===== config.mk =====
export PLATFORM = sky130hd
export DESIGN_NAME = alu_request_sequencer
export DESIGN_NICKNAME = d
export VERILOG_FILES = /design/src/rtl/alu_request_sequencer.sv
export SDC_FILE = /design/constraint.sdc
export NUM_CORES = 1
export LEC_CHECK = 0
export BUFFER_PORTS_ARGS = -buffer_cell sky130_fd_sc_hd__buf_2
export CORE_ASPECT_RATIO = 2
export CORE_MARGIN = 2
export CORE_UTILIZATION = 47
export DETAILED_ROUTE_END_ITERATION = 12
export PLACE_DENSITY_LB_ADDON = 0.25
export SETUP_SLACK_MARGIN = 0.15
export SYNTH_ARGS = -nofsm -noshare
export SYNTH_HDL_FRONTEND = slang
export SYNTH_SLANG_ARGS = --single-unit

===== constraint.sdc =====
create_clock -name Clock -period 2 [get_ports Clock]
set_input_delay 0.2 -clock Clock [delete_from_list [all_inputs] [get_ports Clock]]
set_output_delay 0.2 -clock Clock [all_outputs]
set_load 0.03 [all_outputs]

===== src/rtl/alu_request_sequencer.sv =====
// Round-robin front end sharing one 16-bit ALU between two requesters.
// Runs narrow ops in one pass, wide (32-bit) ops in two, and returns result+flags.
//
// Ports:
//   Clock, Reset            rising-edge clock, synchronous active-low reset
//   req0_*/req1_*           valid/ready command ports (funsel, wide, wf, a, b)
//   rsp_*                   shared response port (valid/ready, id, data, flags, err)
//   busy                    sequencer not idle
//   alu_a/alu_b/alu_funsel/alu_wf  drive to the ALU
//   alu_out/alu_flags       ALU result (combinational) and flag register {Z,C,N,O}
module alu_request_sequencer (
  input  logic        Clock,
  input  logic        Reset,
  input  logic        req0_valid,
  output logic        req0_ready,
  input  logic [4:0]  req0_funsel,
  input  logic        req0_wide,
  input  logic        req0_wf,
  input  logic [31:0] req0_a,
  input  logic [31:0] req0_b,
  input  logic        req1_valid,
  output logic        req1_ready,
  input  logic [4:0]  req1_funsel,
  input  logic        req1_wide,
  input  logic        req1_wf,
  input  logic [31:0] req1_a,
  input  logic [31:0] req1_b,
  output logic        rsp_valid,
  input  logic        rsp_ready,
  output logic        rsp_id,
  output logic [31:0] rsp_data,
  output logic [3:0]  rsp_flags,
  output logic        rsp_err,
  output logic        busy,
  output logic [15:0] alu_a,
  output logic [15:0] alu_b,
  output logic [4:0]  alu_funsel,
  output logic        alu_wf,
  input  logic [15:0] alu_out,
  input  logic [3:0]  alu_flags
);

  localparam logic [2:0] S_IDLE = 3'd0;
  localparam logic [2:0] S_LO   = 3'd1;
  localparam logic [2:0] S_HI   = 3'd2;
  localparam logic [2:0] S_FLG  = 3'd3;
  localparam logic [2:0] S_RSP  = 3'd4;

  localparam logic [4:0] F_ADD = 5'b10100;
  localparam logic [4:0] F_ADC = 5'b10101;

  logic [2:0]  state;
  logic        ptr;
  logic [4:0]  c_funsel;
  logic        c_wide;
  logic        c_wf;
  logic [31:0] c_a;
  logic [31:0] c_b;

  logic        idle;
  logic        grant0;
  logic        grant1;
  logic [4:0]  s_funsel;
  logic        s_wide;
  logic        s_wf;
  logic [31:0] s_a;
  logic [31:0] s_b;
  logic        s_illegal;

  function automatic logic wide_ok(input logic [4:0] f);
    wide_ok = (f inside {[5'b10000:5'b10101],
                         [5'b10111:5'b11010]});
  endfunction

  assign idle = (state == S_IDLE);

  // Pointer side wins a tie; otherwise whoever is valid.
  assign grant0 = req0_valid & (~ptr | ~req1_valid);
  assign grant1 = req1_valid & (ptr | ~req0_valid);

  assign req0_ready = idle & grant0;
  assign req1_ready = idle & grant1;

  assign s_funsel  = grant0 ? req0_funsel : req1_funsel;
  assign s_wide    = grant0 ? req0_wide   : req1_wide;
  assign s_wf      = grant0 ? req0_wf     : req1_wf;
  assign s_a       = grant0 ? req0_a      : req1_a;
  assign s_b       = grant0 ? req0_b      : req1_b;
  assign s_illegal = s_wide & ~wide_ok(s_funsel);

  assign rsp_valid = (state == S_RSP);
  assign busy      = ~idle;

  // ALU sees operands only during a pass, so its flags never move otherwise.
  always_comb begin
    alu_a      = 16'h0;
    alu_b      = 16'h0;
    alu_funsel = 5'h0;
    alu_wf     = 1'b0;
    case (state)
      S_LO: begin
        alu_a      = c_a[15:0];
        alu_b      = c_b[15:0];
        alu_funsel = c_funsel;
        alu_wf     = c_wide | c_wf;
      end
      S_HI: begin
        alu_a      = c_a[31:16];
        alu_b      = c_b[31:16];
        alu_funsel = (c_funsel == F_ADD) ? F_ADC : c_funsel;
        alu_wf     = 1'b1;
      end
      default: ;
    endcase
  end

  always_ff @(posedge Clock) begin
    if (!Reset) begin
      state     <= S_IDLE;
      ptr       <= 1'b0;
      c_funsel  <= 5'h0;
      c_wide    <= 1'b0;
      c_wf      <= 1'b0;
      c_a       <= 32'h0;
      c_b       <= 32'h0;
      rsp_id    <= 1'b0;
      rsp_data  <= 32'h0;
      rsp_flags <= 4'h0;
      rsp_err   <= 1'b0;
    end else begin
      case (state)
        S_IDLE: begin
          if (grant0 | grant1) begin
            ptr       <= grant0;
            rsp_id    <= grant1;
            c_funsel  <= s_funsel;
            c_wide    <= s_wide;
            c_wf      <= s_wf;
            c_a       <= s_a;
            c_b       <= s_b;
            rsp_data  <= 32'h0;
            rsp_flags <= 4'h0;
            rsp_err   <= s_illegal;
            state     <= s_illegal ? S_RSP : S_LO;
          end
        end
        S_LO: begin
          rsp_data[15:0] <= alu_out;
          state          <= c_wide ? S_HI : S_FLG;
        end
        S_HI: begin
          rsp_data[31:16] <= alu_out;
          state           <= S_FLG;
        end
        S_FLG: begin
          // Wide Z must cover all 32 bits, not just the high pass.
          if (c_wide)
            rsp_flags <= {rsp_data == 32'h0, alu_flags[2:0]};
          else
            rsp_flags <= c_wf ? alu_flags : 4'h0;
          state <= S_RSP;
        end
        S_RSP: begin
          if (rsp_ready)
            state <= S_IDLE;
        end
        default: state <= S_IDLE;
      endcase
    end
  end

endmodule


==> key figures <==
Global route
  – Vias in the first global route: 5382
  – First-pass GRT wire length: 26060 um
  – Grt total ovfl: 0
  – Initial antenna violation count: 3
  – Largest net degree at the start of global routing: 87
  – Overall routing resource usage: 0.2784

Floorplan
  – Initial Util: 0.4799
  – Row cnt: 54
  – Die width: 78.52 um
  – Core ar.: 0.01088 mm2
  – Num ports: 247
  – Full die area: 0.01202 mm2
  – Die H: 153.0 um

STA
  – Setup Skew: 4.946 ps
  – Fin. max-slew vios: 0
  – Final setup slack of the worst path: 78.00 ps
  – RSZ-0062 raised after global routing: yes
  – Setup TNS: 0 ps
  – Least-Margin Pin Slew: 618.8 ps
  – Smallest hold slack: 41.69 ps
  – Fmax: 0.5203 GHz
  – Minimum clock period: 1922 ps
  – Setup violators final: 0
  – Slew margin rel.: 0.5836
  – Final hold vios: 0
  – Final worst path period share: 0.9610

Yosys
  – Adder-Cell Fraction of Synth Area: 0
  – Post-synthesis cell count: 592
  – Synth cell types: 38
  – Post-synthesis mux area share: 0.1323
  – Largest area contributor in the netlist: dfxtp_1
  – Sequential-to-total area share from yosys stat: 0.4334
  – Yosys reg bits: 113
  – Post-synth top area share: 0.4334
  – Ys Warns: 0
  – Synth Area in XOR/XNOR: 0.001678
  – Largest family of logic cells by synthesized area: compound AO/OA/AOI/OAI gates
  – Synth top area cells: dfxtp_1 43%, mux2i_1 13%, a211oi_1 10%, nor2_1 6.3%, a22o_1 5.4%
  – Simple-Gate Fraction of Synth Area: 0.1604
  – Mapped Area: 0.005220 mm2
  – Synth Area in Compound Gates: 0.2181
  – Syn avg cell area: 8.818 um2
  – Syn Nets: 759

Route
  – Routed length per placed instance: 17.15 um
  – TritonRoute pass-1 iters: 5
  – DR DRC count: 0
  – DR vias: 5569
  – Initial DRC count: 308
  – Post-route ant nets: 0
  – Via-per-instance ratio: 5.536
  – WL final: 17250 um

Critical path
  – CP Max Fanout: 6
  – Reg2reg setup slack: 170 ps
  – Req. time, crit path: 1800 ps
  – Crit path max-delay family: buffers and inverters
  – Worst r2r src: ptr
  – Critical setup path kind: flip-flop to output port
  – Critical path launch point type: flip-flop
  – Critical path cell sequence: nor3b_4, buf_12, buf_8, clkbuf_16, a22o_1, buf_6
  – Worst Setup End Kind: output port
  – Reg2reg end: state[0]
  – Critical path's largest stage delay: 370 ps
  – Slowest-stage cell, CP: dfxtp_4
  – Worst EP arrival: 1720 ps
  – Worst R2R Path Depth: 6
  – Buf/Inv on CP: 4

Hold path
  – Worst hold stages: 3
  – HP Start: alu_flags[1]
  – Hold Crit Class: input port to flip-flop
  – Hold Crit Endpoint: rsp_flags[1]

Layout
  – Commonest non-fill, non-tap cells in the layout: 207 x buf_2, 110 x dfxtp_1, 86 x nor2_1
  – Commonest non-fill, non-tap cell in the layout: buf_2
  – Filler cells: 824
  – Fraction of layout cells with a size suffix above 1: 0.3940
  – Syn-to-layout area delta: 53.19%
  – Nets: 1017

CTS
  – Clock Tree Buf Depth: 2
  – CTS Root Cell: clkbuf_16
  – Clock Sinks: 113
  – H-tree depth: 4
  – Num CTS Buffers: 17
  – Worst-path clk slew: 50 ps
  – Clk_lat worst skew: 410 ps
  – CTS tree: done

Place
  – GP Congestion: 0.8212
  – DP Wirelength: 11210 um
  – IO buf count: 246
  – Dpl ws: 141.1 ps

Job
  – Max-cap violations: 0

Run status
  – Status: finished clean

Pwr
  – Maximum VDD drop: 824.4 uV
  – Tot Pwr: 11460 uW
  – Leak: 0.003697 uW
  – Power per cell area: 1434 mW/mm2
[kinds of logic (layout without fill, tap and decap cells)]
kind of cell              Yosys count  after routing
and+or+nand+nor                   187            187
AOI/OAI and AO/OA                 160            160
DFF                               113            113
muxes                              69             69
buffers and inverters              62            333
xor gates and xnor gates            1              1
other                               0              3
[synthesized netlist by cell type, drive strengths merged]
cell type,number
a211oi,71
a21boi,1
a21o,1
a21oi,39
a22o,32
a22oi,3
a32o,1
a32oi,1
and3,2
buf,31
clkbuf,23
dfxtp,113
inv,8
mux2i,69
nand2,39
nand2b,2
nand3,32
nand3b,2
nand4,2
nor2,89
nor2b,5
nor3,3
nor3b,1
nor4,8
nor4bb,1
o211ai,1
o21ai,6
o221ai,2
o22ai,1
o31a,1
or2,1
xnor2,1
[per-stage QoR]
step | cells | util | cell area (um2)
6_report | 1006 | 0.7351 | 7996
5_1_grt | 1005 | 0.7349 | 7994
3_3_place_gp | 945 | 0.6147 | 6686
4_1_cts | 996 | 0.7203 | 7835
2_1_floorplan | 592 | - | 5224
3_5_place_dp | 945 | 0.6147 | 6686
[worst min-delay path, cell delays in order]
cell,delay (ps)
buf_2,80
a22oi_1,60
nor2_1,70
[layer usage]
layer	GRT usage	wire, um	up-vias
met5	0	0	-
met4	0.1387	875	0
met3	0.07261	1127	59
met2	0.5100	9320	271
met1	0.2824	5926	2548
li1	-	-	2691
[repair_timing]
| item | in CTS | in global routing |
|---|---|---|
| gates cloned | 6 | 3 |
| hold endpoints to repair | 0 | 0 |
| gates resized for setup | 67 | 13 |
| buffers inserted | 13 | 4 |
| setup endpoints to repair | 52 | 39 |
| hold buffers | 0 | 0 |
| pin swaps | 9 | 19 |
[flip-flops by register name, indices dropped and copies added, names as in the netlist]
| signal | count |
|---|---|
| c_a | 32 |
| c_b | 32 |
| c_funsel | 5 |
| c_wf | 1 |
| c_wide | 1 |
| ptr | 1 |
| rsp_data | 32 |
| rsp_err | 1 |
| rsp_flags | 4 |
| rsp_id | 1 |
| state | 3 |
[power by group]
group	leakage [uW]	switching (uW)	total (uW)	internal, uW
Combinational	0.00244	2770	4960	2190
Sequential	0.000933	367	3230	2870
Clock	0.000319	1030	3270	2240
[final cells by class]
cell class | count | area [um2] | share of cell area
Multi-Input combinational cell | 417 | 2719 | 0.3400
Sequential cell | 113 | 2273 | 0.2843
Timing Repair Buffer | 293 | 2141 | 0.2677
Clock buffer | 23 | 498.0 | 0.06228
Tap cell | 140 | 175.2 | 0.02191
Clock inverter | 9 | 151.4 | 0.01893
Inverter | 8 | 31.28 | 0.003912
Antenna cell | 3 | 7.507 | 0.0009388
[worst max-delay path by stage]
stage | slack [ps] | from | endpoint | cells after the start
CTS | 100 | state[0] | alu_a[3] | 5
global route | 40 | state[2] | alu_a[3] | 6
detailed placement | 140 | state[2] | c_b[12] | 6
floorplan | 170 | state[1] | alu_funsel[0] | 6
global placement | 210 | state[2] | c_b[9] | 6
finish | 80 | state[2] | alu_a[3] | 6
Power figures use the tool's default switching activity.
